`config.mk`:
```
export PLATFORM = sky130hd
export DESIGN_NAME = sobel_ctrl
export DESIGN_NICKNAME = d
export VERILOG_FILES = /design/src/rtl/sobel_pkg.sv /design/src/rtl/sobel_ctrl.sv
export SDC_FILE = /design/constraint.sdc
export NUM_CORES = 1
export LEC_CHECK = 0
export BUFFER_PORTS_ARGS = -buffer_cell sky130_fd_sc_hd__buf_2
export CAP_MARGIN = 0
export CORE_MARGIN = 2
export CORE_UTILIZATION = 54
export CTS_CLUSTER_SIZE = 14
export DETAILED_ROUTE_END_ITERATION = 12
export MAX_ROUTING_LAYER = met4
export PLACE_DENSITY = 0.83
export SYNTH_ARGS = -nofsm -noshare
export SYNTH_HDL_FRONTEND = slang
export SYNTH_SLANG_ARGS = --single-unit
```
`constraint.sdc`:
```
create_clock -name clk -period 5.5 [get_ports clk]
set_input_delay 1.1 -clock clk [delete_from_list [all_inputs] [get_ports clk]]
set_output_delay 1.1 -clock clk [all_outputs]
set_load 0.005 [all_outputs]
```
`src/rtl/sobel_pkg.sv`:
```
// Shared types and sizing helpers for the Sobel accelerator controller,
// datapath and testbench.
package sobel_pkg;

  typedef enum logic [2:0] {
    IDLE,
    SHIFT,
    LOAD,
    LOAD_TAIL,
    PROC,
    DONE
  } ctrl_state_t;

  // Four 8-bit pixels are packed into each memory word.
  function automatic int WORDS_PER_ROW(input int size_row);
    return size_row / 4;
  endfunction

  // Width of a word-column index; never narrower than one bit.
  function automatic int COL_W(input int size_row);
    int w;
    w = $clog2(size_row / 4);
    return (w < 1) ? 1 : w;
  endfunction

endpackage

```
`src/rtl/sobel_ctrl.sv`:
```
// Frame sequencer for the Sobel accelerator: fills the three-line buffer from
// word memory, then walks each window row and writes result words back.
module sobel_ctrl
  import sobel_pkg::*;
#(
  parameter int SIZE_ROW    = 352,
  parameter int SIZE_COL    = 288,
  parameter int ADDR_W      = 16,
  parameter int RESULT_BASE = 25344
) (
  input  logic                          clk,
  input  logic                          reset,
  input  logic                          start,
  output logic                          finish,
  output logic                          en,
  output logic                          we,
  output logic [ADDR_W-1:0]             addr,
  output logic                          buffer_shift,
  output logic                          buffer_write,
  output logic [COL_W(SIZE_ROW)-1:0]    write_index,
  output logic [COL_W(SIZE_ROW)-1:0]    o_col,
  output logic                          proc_valid
);

  localparam int WPR   = WORDS_PER_ROW(SIZE_ROW);
  localparam int CW    = COL_W(SIZE_ROW);
  localparam int ROW_W = $clog2(SIZE_COL + 1);

  localparam logic [CW-1:0]     COL_LAST     = CW'(WPR - 1);
  localparam logic [CW-1:0]     COL_PRE_LAST = CW'(WPR - 2);
  localparam bit                SINGLE_WORD  = (WPR == 1);
  localparam logic [ROW_W-1:0]  ROWS_FILL    = ROW_W'(3);
  localparam logic [ROW_W-1:0]  ROWS_ALL     = ROW_W'(SIZE_COL);
  // Output row 0 is never written, so the write pointer starts one row in.
  localparam logic [ADDR_W-1:0] WR_START     = ADDR_W'(RESULT_BASE + WPR);

  if ((SIZE_ROW % 4) != 0 || SIZE_ROW < 4) begin : g_bad_row
    $error("sobel_ctrl: SIZE_ROW must be a positive multiple of 4");
  end
  if (SIZE_COL < 3) begin : g_bad_col
    $error("sobel_ctrl: SIZE_COL must be at least 3");
  end
  if (longint'(RESULT_BASE) + longint'(SIZE_COL - 1) * longint'(WPR)
      >= (longint'(1) << ADDR_W)) begin : g_bad_addr
    $error("sobel_ctrl: result image does not fit in ADDR_W address bits");
  end

  ctrl_state_t       r_state, w_state;
  logic [CW-1:0]     r_col, w_col;
  logic [ROW_W-1:0]  r_rows, w_rows;
  logic [ADDR_W-1:0] r_rd_ptr, w_rd_ptr;
  logic [ADDR_W-1:0] r_wr_ptr, w_wr_ptr;

  logic              r_finish, w_finish;
  logic              r_en, w_en;
  logic              r_we, w_we;
  logic [ADDR_W-1:0] r_addr, w_addr;
  logic              r_shift, w_shift;
  logic              r_bwrite, w_bwrite;
  logic              r_pvalid, w_pvalid;
  logic              w_load_last;

  // During LOAD the column counter lags the read column by one, so the first
  // LOAD cycle (no buffer write yet) is recognised by r_bwrite being low.
  assign w_load_last = r_bwrite ? (r_col == COL_PRE_LAST) : SINGLE_WORD;

  // NOTE: every variable gets a default before the case so no path leaves
  // one unassigned; otherwise synthesis infers a latch.
  always_comb begin
    w_state  = r_state;
    w_col    = r_col;
    w_rows   = r_rows;
    w_rd_ptr = r_rd_ptr;
    w_wr_ptr = r_wr_ptr;
    w_finish = 1'b0;
    w_en     = 1'b0;
    w_we     = 1'b0;
    w_addr   = '0;
    w_shift  = 1'b0;
    w_bwrite = 1'b0;
    w_pvalid = 1'b0;

    case (r_state)
      IDLE: begin
        if (start) begin
          w_state  = SHIFT;
          w_shift  = 1'b1;
          w_col    = '0;
          w_rows   = '0;
          w_rd_ptr = '0;
          w_wr_ptr = WR_START;
        end
      end

      SHIFT: begin
        w_state  = LOAD;
        w_col    = '0;
        w_en     = 1'b1;
        w_addr   = r_rd_ptr;
        w_rd_ptr = r_rd_ptr + 1'b1;
      end

      LOAD: begin
        // The word read last cycle arrives now and is written next cycle.
        w_bwrite = 1'b1;
        if (r_bwrite) w_col = r_col + 1'b1;
        if (w_load_last) begin
          w_state = LOAD_TAIL;
          w_rows  = r_rows + 1'b1;
        end else begin
          w_en     = 1'b1;
          w_addr   = r_rd_ptr;
          w_rd_ptr = r_rd_ptr + 1'b1;
        end
      end

      LOAD_TAIL: begin
        w_col = '0;
        if (r_rows < ROWS_FILL) begin
          w_state = SHIFT;
          w_shift = 1'b1;
        end else begin
          w_state  = PROC;
          w_en     = 1'b1;
          w_we     = 1'b1;
          w_pvalid = 1'b1;
          w_addr   = r_wr_ptr;
          w_wr_ptr = r_wr_ptr + 1'b1;
        end
      end

      PROC: begin
        if (r_col != COL_LAST) begin
          w_col    = r_col + 1'b1;
          w_en     = 1'b1;
          w_we     = 1'b1;
          w_pvalid = 1'b1;
          w_addr   = r_wr_ptr;
          w_wr_ptr = r_wr_ptr + 1'b1;
        end else begin
          w_col = '0;
          if (r_rows == ROWS_ALL) begin
            w_state  = DONE;
            w_finish = 1'b1;
          end else begin
            w_state = SHIFT;
            w_shift = 1'b1;
          end
        end
      end

      DONE: begin
        w_state = IDLE;
      end

      default: begin
        w_state = IDLE;
      end
    endcase
  end

  // NOTE: sequential state uses non-blocking assignments so every register
  // samples the pre-edge value of every other register.
  always_ff @(posedge clk) begin
    if (reset) begin
      r_state  <= IDLE;
      r_col    <= '0;
      r_rows   <= '0;
      r_rd_ptr <= '0;
      r_wr_ptr <= '0;
      r_finish <= 1'b0;
      r_en     <= 1'b0;
      r_we     <= 1'b0;
      r_addr   <= '0;
      r_shift  <= 1'b0;
      r_bwrite <= 1'b0;
      r_pvalid <= 1'b0;
    end else begin
      r_state  <= w_state;
      r_col    <= w_col;
      r_rows   <= w_rows;
      r_rd_ptr <= w_rd_ptr;
      r_wr_ptr <= w_wr_ptr;
      r_finish <= w_finish;
      r_en     <= w_en;
      r_we     <= w_we;
      r_addr   <= w_addr;
      r_shift  <= w_shift;
      r_bwrite <= w_bwrite;
      r_pvalid <= w_pvalid;
    end
  end

  assign finish       = r_finish;
  assign en           = r_en;
  assign we           = r_we;
  assign addr         = r_addr;
  assign buffer_shift = r_shift;
  assign buffer_write = r_bwrite;
  assign proc_valid   = r_pvalid;
  assign write_index  = r_col;
  assign o_col        = r_col;

endmodule
```
After elaboration in Yosys (flattened, before gate mapping)
Cells that the tools add are included.
W data, S select, Z words.
Word-level totals
  register bits after elaboration: 72
  input bits: 3
  word-level logic and storage cells: 80
Operators by class
  add/subtract/negate cells: 4
  $lt $le $gt $ge: 1
  eq/ne operators: 14
  multiplexer cells: 37
  bitwise operators: 1
  reductions and logical operators: 12
Operator list (number)
  $mux W16: 8
  $pmux W16 S3: 2
  $pmux W16 S4: 1
  $add A16 B1 Y16 const B: 2
  $pmux W7 S4: 1
  $mux W7: 3
  $mux W9: 2
  $pmux W9 S2: 1
  $mux W3: 5
  $pmux W3 S5: 1
  $ne A2 B2 Y1 const B: 7
  $reduce_and A3 Y1: 4
  $mux W1: 10
  $add A9 B1 Y9 const B: 1
  $eq A9 B9 Y1 const B: 1
  $lt A9 B2 Y1 const B: 1
  $add A7 B1 Y7 const B: 1
  $eq A7 B7 Y1 const B: 1
  $ne A7 B7 Y1 const B: 1
  $eq A3 B2 Y1 const B: 2
  $reduce_bool A3 Y1: 2
  $pmux W1 S4: 1
  $reduce_and A4 Y1: 1
  $reduce_bool A4 Y1: 1
  9 further kinds: 9

Depth between registers and ports, before layout
Gate-level depths: netlist of the first run.
  depth in word-level cells: 4
  depth in mapped cells: 9
  depth with buffers taken out: 7

Least setup slack after synthesis of the first run
OpenSTA, ideal clock, no wires.
  kind: input to register
  from: input port start
  to: register r_rd_ptr[0]
  library setup time: 0.128 ns
  data arrival time: 2.476 ns
  data required time: 5.372 ns
  slack: 2.896 ns
  stages on the path: 5
  path buffers: 2
  cells stage by stage: or4b_2 > nand2b_1 > clkbuf_1 > clkbuf_1 > nor2_1
Between the ends
  longest elaborated chain between the ends: 2
Ends and longest elaborated chain
  start: declaration: line sobel_ctrl.sv:13  | input logic start,
  $ne A2 B2 Y1 (no line)
  $reduce_and A3 Y1 (no line)
  end signal: assignment: line sobel_ctrl.sv:182  | r_rd_ptr <= w_rd_ptr;
  end: declaration: line sobel_ctrl.sv:51  | logic [ADDR_W-1:0] r_rd_ptr, w_rd_ptr;
No other way between the ends.
A chain may end at the register's enable or synchronous reset.

Worst setup path in the final report of the first run
  from: input port start
  to: register r_rd_ptr[6]
Same word-level chain as after synthesis.

==> results of run 1 <==
-- state kept, by name (all words and copies together) (netlist names) --
signal	flops
addr	16
r_rd_ptr	16
r_wr_ptr	16
r_rows	9
o_col	7
r_state	3
buffer_shift	1
buffer_write	1
en	1
finish	1
proc_valid	1
-- critical path: stages --
cell	delay (ns)
buf_2	0.12
or4b_2	0.67
nand2b_1	0.82
nor2_1	0.10
a31o_2	0.28
-- worst max-delay path by stage --
| stage | startpoint | to |
|---|---|---|
| after floorplan | start | r_rd_ptr[0]$_SDFFE_PP0P_ |
| after global placement | start | r_rd_ptr[6]$_SDFFE_PP0P_ |
| after detailed placement | start | r_rd_ptr[6]$_SDFFE_PP0P_ |
| after CTS | start | r_rd_ptr[6]$_SDFFE_PP0P_ |
| after global routing | start | r_rd_ptr[6]$_SDFFE_PP0P_ |
| final | start | r_rd_ptr[6]$_SDFFE_PP0P_ |
-- cell type report --
class	count	area (µm²)	area share
Clock inverter	3	20.0	0.00544
Multi-Input combinational cell	288	1770	0.480
Timing Repair Buffer	39	198	0.0537
Tap cell	75	93.8	0.0255
Clock buffer	12	135	0.0367
Sequential cell	72	1440	0.392
Inverter	7	26.3	0.00714
-- synthesized netlist by cell type (2+ instances only) --
cell,number,area [µm²]
dfxtp_1,72,1440
nor2_1,61,229
a21oi_1,29,145
nand3_1,20,100
nand2_1,19,71.3
xnor2_1,19,166
a22oi_1,16,120
or3_1,16,100
o21ai_0,14,70.1
clkbuf_1,10,37.5
nor3_1,10,50.1
nand4_1,9,56.3
buf_4,8,60.1
inv_1,7,26.3
ha_1,6,75.1
nand2b_1,6,37.5
a211oi_1,5,37.5
a31oi_1,5,31.3
buf_6,4,45.0
nor4_1,4,25.0
o31ai_1,4,30.0
a31o_2,3,26.3
nor2b_1,3,18.8
nor3b_1,3,22.5
o21a_1,3,22.5
xor2_1,3,26.3
a2111o_1,2,22.5
a2111oi_0,2,17.5
and2_1,2,12.5
and4_1,2,17.5
clkbuf_8,2,27.5
or3b_2,2,17.5
or4_1,2,15.0
or4_4,2,22.5
-- per-layer routing --
layer	wire, µm	vias up
met4	159	0
met2	3400	93
li1	-	1457
met5	0	-
met3	336	14
met1	3330	1374
-- power breakdown --
group          switching [W]  internal [W]  leakage (nW)
logic              0.0000628     0.0000358         0.635
registers          0.0000226      0.000535         0.583
clock network       0.000185      0.000161        0.0725
-- cell families (layout without fill, tap and decap cells) --
group	after synthesis	after routing	share of synthesized area
AOI/OAI and AO/OA	91	91	0.179
xor gates and xnor gates	22	22	0.0565
DFF	72	72	0.422
and+or+nand+nor	169	169	0.260
buffers and inverters	33	61	0.0601
adders and majority gates	6	6	0.0220
-- stage by stage --
step | hold WS (ns) | worst slack, ns | std cells
3_3_place_gp | 0.469 | 2.29 | 481
6_report | 0.496 | 2.66 | 496
4_1_cts | 0.488 | 2.63 | 496
3_5_place_dp | 0.478 | 2.26 | 481
5_1_grt | 0.516 | 2.50 | 496
2_1_floorplan | 0.458 | 2.90 | 393
==> run_results.csv, run 1 <==
group,metric,value,unit
global_routing,grt_pass1_vias,2686,
drt,wl,7.23,mm
critical_path,rr_startpoint,"r_state[2]$_SDFFE_PP0P_",
timing,fin_setup_tns,0,ns
worst_hold_path,min_from,"r_rd_ptr[15]$_SDFFE_PP0P_",
drt,vias,2938,
finish,fill_cells,538,
timing,slew_headroom,0.258,
finish,drive_above_1_share,0.164,
drt,via_per_inst,5.92,
floorplan,num_io_pins,39,
synthesis,synthArstFlopShare,0,
floorplan,start_util,0.566,
critical_path,worstSetupPathType,"in2reg",
clock_network,cts-root-buf,"clkbuf_8",
critical_path,rr_worst_depth,4,
place,place.gp.congestion,0.886,
synthesis,synthesis.nets,402,
power,finalPower,0.00100,W
clock_network,post_cts_buffers,0,
timing,slew_viol_final,0,
finish,final_common_cell,"dfxtp_1",
global_routing,track_usage,0.218,
clock_network,numCtsBuffers,9,
synthesis,yosys_register_bits,72,
global_routing,use_met1,0.272,
worst_hold_path,holdPathStages,2,
floorplan,die_x,83.5,µm
power,powerDensity,272,mW/mm²
critical_path,r2r_setup_slack,2.83,ns
global_routing,grt-busiest-layer,"met2",
clock_network,numClockSinks,72,
timing,tightest_slew,1.11,ns
floorplan,dieArea,0.00697,mm²
place,hpwl,4.93,mm
synthesis,yosys_warnings,0,
critical_path,endpoint_kind,"flop",
drt,drtIter0Drc,182,
status,outcome,"finished clean",
synthesis,ys_seq_area_frac,0.422,
global_routing,use_met2,0.337,
finish,fin_area,0.00368,mm²
clock_network,htreeDepth,3,
timing,rsz0062_at_grt,"no",
timing,skew,0.00934,ns
finish,layout_common_cells,"dfxtp_1, nor2_1, buf_2, a21oi_1, nand3_1",
clock_network,clkSlewWorstSetupHoldPaths,0.07,ns
finish,final_nets,426,
clock_network,ctsResizeCount,0,
synthesis,synthFlopType,"dfxtp_1",
drt,drc_errors,0,
flow_run,drv_cap,0,
place,numPortBuffers,38,
floorplan,die_h,83.5,µm
global_routing,grt_start_max_net_pins,30,
drt,postRouteAntennaNets,0,
worst_hold_path,hold_end,"r_rd_ptr[15]$_SDFFE_PP0P_",
critical_path,arrival,3.09,ns
floorplan,core-area,0.00603,mm²
synthesis,synth.distinct_cells,52,
clock_network,clkLatencyLatePin,0.35,ns
timing,setup_viol,0,
synthesis,synth_edf_count,0,
critical_path,path_max_fanout,29,
timing,finalHoldViolCount,0,
floorplan,rows,28,
place,dpl_cell_area,0.00352,mm²
finish,finalCoreUtilization,0.611,
finish,antenna_cells,0,
timing,fin_crit_sh,0.517,
global_routing,grt.met3_usage,0.0406,
clock_network,cts_buffer_depth,2,
finish,syn2layout_area_growth,7.85,%
critical_path,start_kind,"input pin",
clock_network,cts_tree,"yes",
synthesis,syn_area,0.00341,mm²
drt,first_pass_iters,5,
power,irDropWorstVdd,0.151,mV
global_routing,grt_overflow_total,0,
timing,finalWorstPathRequiredPeriod,2.84,ns
synthesis,synthCells,393,
power,leakage,1.29,nW
timing,max_clock_freq,352,MHz
synthesis,synth_area_per_cell,8.68,µm²
worst_hold_path,hold_class,"reg2reg",
clock_network,cts_hold_buffers,0,
critical_path,r2r-end,"r_rd_ptr[6]$_SDFFE_PP0P_",
critical_path,required,5.75,ns
global_routing,antenna_found_initial,0,
drt,wl_per_cell,14.6,µm
global_routing,grt_pass1_wl,12.1,mm
No activity file was read; power rests on OpenSTA's default activity.
==> inputs of run 2 (changes only) <==
--- a/config.mk
+++ b/config.mk
@@ -8,7 +8,7 @@
 export BUFFER_PORTS_ARGS = -buffer_cell sky130_fd_sc_hd__buf_2
 export CAP_MARGIN = 0
 export CORE_MARGIN = 2
-export CORE_UTILIZATION = 54
+export CORE_UTILIZATION = 52
 export CTS_CLUSTER_SIZE = 14
 export DETAILED_ROUTE_END_ITERATION = 12
 export MAX_ROUTING_LAYER = met4
==> constraint.sdc (replaced) <==
create_clock -name clk -period 2.6 [get_ports clk]
set_input_delay 0.52 -clock clk [delete_from_list [all_inputs] [get_ports clk]]
set_output_delay 0.52 -clock clk [all_outputs]
set_load 0.005 [all_outputs]
==> run 2 against run 1 <==
Effect of this change: critical path depth increased by 2; sequential share of layout area decreased by 0.60 points; wire length increased by 4.5%; hold slack improved by 0.0088 ns; global-route usage increased by 1.5 points; cell area increased by 1.6%; non-clock buffer count increased by 5; critical path type is now reg2reg.
==> run_results.csv, run 2 (same netlist as run 1, synthesis figures left out) <==
group,metric,value,unit
finish,layout_common_cells,"dfxtp_1, nor2_1, buf_2, a21oi_1, nand3_1",
clock_network,clkSlewWorstSetupHoldPaths,0.08,ns
worst_hold_path,hold_class,"reg2reg",
critical_path,crit_slowest_cell,"a2111o_1",
clock_network,cts-root-buf,"clkbuf_8",
clock_network,numCtsBuffers,9,
critical_path,worstSetupPathType,"reg2reg",
clock_network,htreeDepth,3,
timing,slew_viol_final,0,
clock_network,numClockSinks,72,
timing,setup_viol,0,
drt,postRouteAntennaNets,0,
drt,wl_per_cell,15.0,µm
timing,tightest_slew,0.861,ns
power,irDropWorstVdd,0.353,mV
critical_path,required,2.89,ns
global_routing,track_usage,0.232,
drt,first_pass_iters,5,
place,numPortBuffers,38,
drt,drtIter0Drc,172,
timing,max_clock_freq,445,MHz
finish,antenna_cells,0,
place,place.gp.congestion,0.853,
timing,skew,0.0134,ns
critical_path,endpoint_kind,"flop",
finish,final_nets,431,
flow_run,drv_cap,0,
global_routing,antenna_found_initial,0,
critical_path,r2r_setup_slack,0.35,ns
global_routing,grt_pass1_vias,2841,
timing,slew_headroom,0.423,
timing,fin_crit_sh,0.864,
floorplan,die_h,85.0,µm
timing,finalWorstPathRequiredPeriod,2.25,ns
global_routing,grt_start_max_net_pins,25,
timing,fin_setup_tns,0,ns
timing,fin_hold_ws,0.505,ns
floorplan,rows,29,
global_routing,grt_overflow_total,0,
clock_network,clkLatencyLatePin,0.36,ns
floorplan,num_io_pins,39,
clock_network,cts_hold_buffers,0,
critical_path,cp_num_cells,7,
floorplan,dieArea,0.00723,mm²
status,outcome,"finished clean",
critical_path,start_kind,"flop",
critical_path,cp_num_buf_inv,1,
drt,drc_errors,0,
timing,finalHoldViolCount,0,
critical_path,arrival,2.54,ns
place,hpwl,5.28,mm
floorplan,core-area,0.00635,mm²
finish,drive_above_1_share,0.180,
drt,via_per_inst,5.93,
power,leakage,1.32,nW
critical_path,critical-path-top-delay-family,"compound AO/OA/AOI/OAI gates",
clock_network,cts_tree,"yes",
worst_hold_path,holdPathStages,2,
clock_network,ctsResizeCount,0,
finish,syn2layout_area_growth,9.53,%
critical_path,cpPeakStageDelay,0.49,ns
global_routing,grt_pass1_wl,13.0,mm
drt,vias,2990,
critical_path,rr_worst_depth,7,
floorplan,die_x,85.0,µm
finish,final_common_cell,"dfxtp_1",
clock_network,post_cts_buffers,0,
clock_network,cts_buffer_depth,2,
critical_path,cp_cell_sequence,"inv_1, ha_1, and3_1, a21o_1, a2111o_1, or3_1, a21oi_1",
finish,fill_cells,564,
power,powerDensity,589,mW/mm²
floorplan,start_util,0.537,
drt,wl,7.55,mm
timing,rsz0062_at_grt,"no",
critical_path,path_max_fanout,9,
## run 2: cell types whose count changed in the layout (fill, tap and decap cells not counted)
cell and change:
buf_4 +5, clkbuf_1 -2, clkinv_4 +1, clkinvlp_4 +1
inv_6 +1
## run 2: tightest hold or removal path, stage by stage, from the launching register on
cell and delay [ns]:
dfxtp_1 0.33, o21ai_0 0.07, a21oi_1 0.06
## run 2: cell type report
class / instances / area, µm² / area share
Clock buffer: 10 / 128 / 0.0341
Multi-Input combinational cell: 288 / 1770 / 0.472
Inverter: 7 / 26.3 / 0.00703
Sequential cell: 72 / 1440 / 0.386
Clock inverter: 6 / 45.0 / 0.0121
Tap cell: 77 / 96.3 / 0.0258
Timing Repair Buffer: 44 / 235 / 0.0629
## run 2: layer usage
layer	GRT usage	routed length (µm)
met5	-	0
met4	0.117	107
met3	0.0516	402
met2	0.376	3730
met1	0.271	3300
## run 2: final timing paths
path | endpoint | start
max reg2reg | r_rd_ptr[13]$_SDFFE_PP0P_ | o_col[0]$_SDFFE_PP0P_
min | r_rd_ptr[15]$_SDFFE_PP0P_ | r_rd_ptr[15]$_SDFFE_PP0P_
min reg2reg | r_rd_ptr[15]$_SDFFE_PP0P_ | r_rd_ptr[15]$_SDFFE_PP0P_
max | r_rd_ptr[13]$_SDFFE_PP0P_ | o_col[0]$_SDFFE_PP0P_
## run 2: power by group
group          internal [W]  switching, W
Clock              0.000349      0.000450
Combinational     0.0000847      0.000135
Sequential          0.00113     0.0000500
Total               0.00157      0.000635
## run 2: stage by stage
stage	area (µm²)	worst slack [ns]	total power [W]	std cells	utilization
finish	3740	0.353	0.00220	504	0.589
global route	3740	0.184	0.00229	504	0.589
CTS	3740	0.375	0.00221	504	0.589
detailed placement	3560	0.403	0.00142	488	0.561
global placement	3560	0.470	0.00142	488	0.561
floorplan	3410	0.473	0.00138	393	-
==> inputs of run 3 (changes only) <==
--- a/config.mk
+++ b/config.mk
@@ -7,8 +7,10 @@
 export LEC_CHECK = 0
 export BUFFER_PORTS_ARGS = -buffer_cell sky130_fd_sc_hd__buf_2
 export CAP_MARGIN = 0
+export CELL_PAD_IN_SITES_DETAIL_PLACEMENT = 1
+export CELL_PAD_IN_SITES_GLOBAL_PLACEMENT = 2
 export CORE_MARGIN = 2
-export CORE_UTILIZATION = 52
+export CORE_UTILIZATION = 32
 export CTS_CLUSTER_SIZE = 14
 export DETAILED_ROUTE_END_ITERATION = 12
 export MAX_ROUTING_LAYER = met4
==> run 3 against run 2 <==
Effect of this change: final cell count increased by 13%; highest routed layer unchanged; first-iteration DRC count decreased by 31%; via count decreased by 0.37%; critical endpoint is now r_rd_ptr[15]$_SDFFE_PP0P_; register-to-register slack got worse by 0.03 ns; die area increased by 59%.
==> run_results.csv, run 3 (same netlist as run 1, synthesis figures left out) <==
group,metric,value,unit
drt,wl,8.71,mm
global_routing,antenna_found_initial,0,
status,outcome,"finished clean",
finish,antenna_cells,0,
place,placed_cells_incl_taps,554,
clock_network,numClockSinks,72,
place,hpwl,6.35,mm
timing,setup_viol,0,
critical_path,critical-path-top-delay-family,"compound AO/OA/AOI/OAI gates",
finish,final_nets,438,
timing,rsz0062_at_grt,"no",
finish,syn2layout_area_growth,14.9,%
floorplan,rows,37,
power,irDropWorstVdd,0.246,mV
critical_path,worstSetupPathType,"reg2reg",
global_routing,grt_overflow_total,0,
floorplan,die_x,107,µm
worst_hold_path,min_from,"reset",
clock_network,cts-root-buf,"clkbuf_8",
critical_path,required,2.90,ns
timing,slew_viol_final,0,
floorplan,core-area,0.0103,mm²
critical_path,cp_num_buf_inv,1,
clock_network,numCtsBuffers,9,
timing,tightest_slew,0.893,ns
timing,slew_headroom,0.404,
critical_path,start_kind,"flop",
critical_path,arrival,2.57,ns
floorplan,num_io_pins,39,
drt,via_per_inst,5.23,
clock_network,clkSlewWorstSetupHoldPaths,0.08,ns
flow_run,drv_cap,0,
critical_path,crit_slowest_cell,"a2111o_1",
floorplan,start_util,0.331,
critical_path,path_max_fanout,9,
timing,fin_setup_tns,0,ns
power,powerDensity,628,mW/mm²
global_routing,track_usage,0.171,
finish,final_common_cell,"dfxtp_1",
drt,wl_per_cell,15.3,µm
clock_network,cts_tree,"yes",
critical_path,cp_cell_sequence,"inv_1, ha_1, and3_1, a21o_1, a2111o_1, or3_1, a21oi_1",
finish,fin_cells,570,
global_routing,grt_start_max_net_pins,19,
clock_network,htreeDepth,3,
critical_path,endpoint_kind,"flop",
timing,finalWorstPathRequiredPeriod,2.28,ns
critical_path,rr_startpoint,"o_col[0]$_SDFFE_PP0P_",
clock_network,ctsResizeCount,0,
clock_network,cts_hold_buffers,0,
drt,postRouteAntennaNets,0,
drt,drtIter0Drc,118,
drt,first_pass_iters,4,
floorplan,dieArea,0.0115,mm²
clock_network,post_cts_buffers,0,
critical_path,cpPeakStageDelay,0.50,ns
power,leakage,1.39,nW
timing,fin_crit_sh,0.875,
worst_hold_path,hold_class,"in2reg",
floorplan,die_h,107,µm
timing,max_clock_freq,439,MHz
drt,vias,2979,
critical_path,crit_start,"o_col[0]$_SDFFE_PP0P_",
place,numPortBuffers,38,
timing,skew,0.0116,ns
global_routing,grt_pass1_wl,15.0,mm
place,place.gp.congestion,0.823,
finish,layout_common_cells,"dfxtp_1, nor2_1, buf_2, a21oi_1, nand3_1",
finish,drive_above_1_share,0.194,
clock_network,cts_buffer_depth,2,
clock_network,clkLatencyLatePin,0.36,ns
drt,drc_errors,0,
timing,finalHoldViolCount,0,
global_routing,grt_pass1_vias,2925,
run 3: changes by cell type in the layout (fill, tap and decap cells not counted), sizes merged:
cell      delta
buf          +7
clkinvlp     -3
bufinv       +2
clkbuf       +1
clkinv       -1
inv          +1
run 3: stage by stage:
stage | hold slack (ns) | power [W] | worst slack, ns | instance area (µm²) | util
after detailed placement | 0.492 | 0.00145 | 0.346 | 3690 | 0.358
after CTS | 0.476 | 0.00249 | 0.330 | 3920 | 0.380
after global routing | 0.486 | 0.00258 | 0.197 | 3920 | 0.380
final | 0.487 | 0.00246 | 0.324 | 3920 | 0.380
after global placement | 0.471 | 0.00144 | 0.433 | 3690 | 0.358
after floorplan | 0.458 | 0.00138 | 0.473 | 3410 | -
run 3: area by class of cell:
class / instances / area [µm²]
clock inverter: 5 / 86.3
clock buffer: 11 / 141
timing repair buffer: 51 / 288
inverter: 7 / 26.3
sequential: 72 / 1440
multi-input combinational: 288 / 1770
fill: 1268 / 6400
tap: 136 / 170
run 3: per-layer routing:
metal	vias up	global-route usage	routed length, µm
met3	12	0.0327	323
li1	1484	-	-
met2	58	0.260	4020
met5	-	-	0
met4	0	0.0668	145
met1	1425	0.225	4220
run 3: report_power, final:
group	internal [W]	switching, W
logic	0.0000967	0.000147
clock network	0.000576	0.000464
registers	0.00113	0.0000474
total	0.00180	0.000659
run 3: path summary, 6_finish.rpt:
path / end / slack [ns] / cells after the start
min reg2reg: r_wr_ptr[1]$_SDFFE_PP0P_ / 0.49 / 2
max reg2reg: r_rd_ptr[15]$_SDFFE_PP0P_ / 0.32 / 7
max: r_rd_ptr[15]$_SDFFE_PP0P_ / 0.32 / 7
min: r_wr_ptr[6]$_SDFFE_PP0P_ / 0.49 / 2
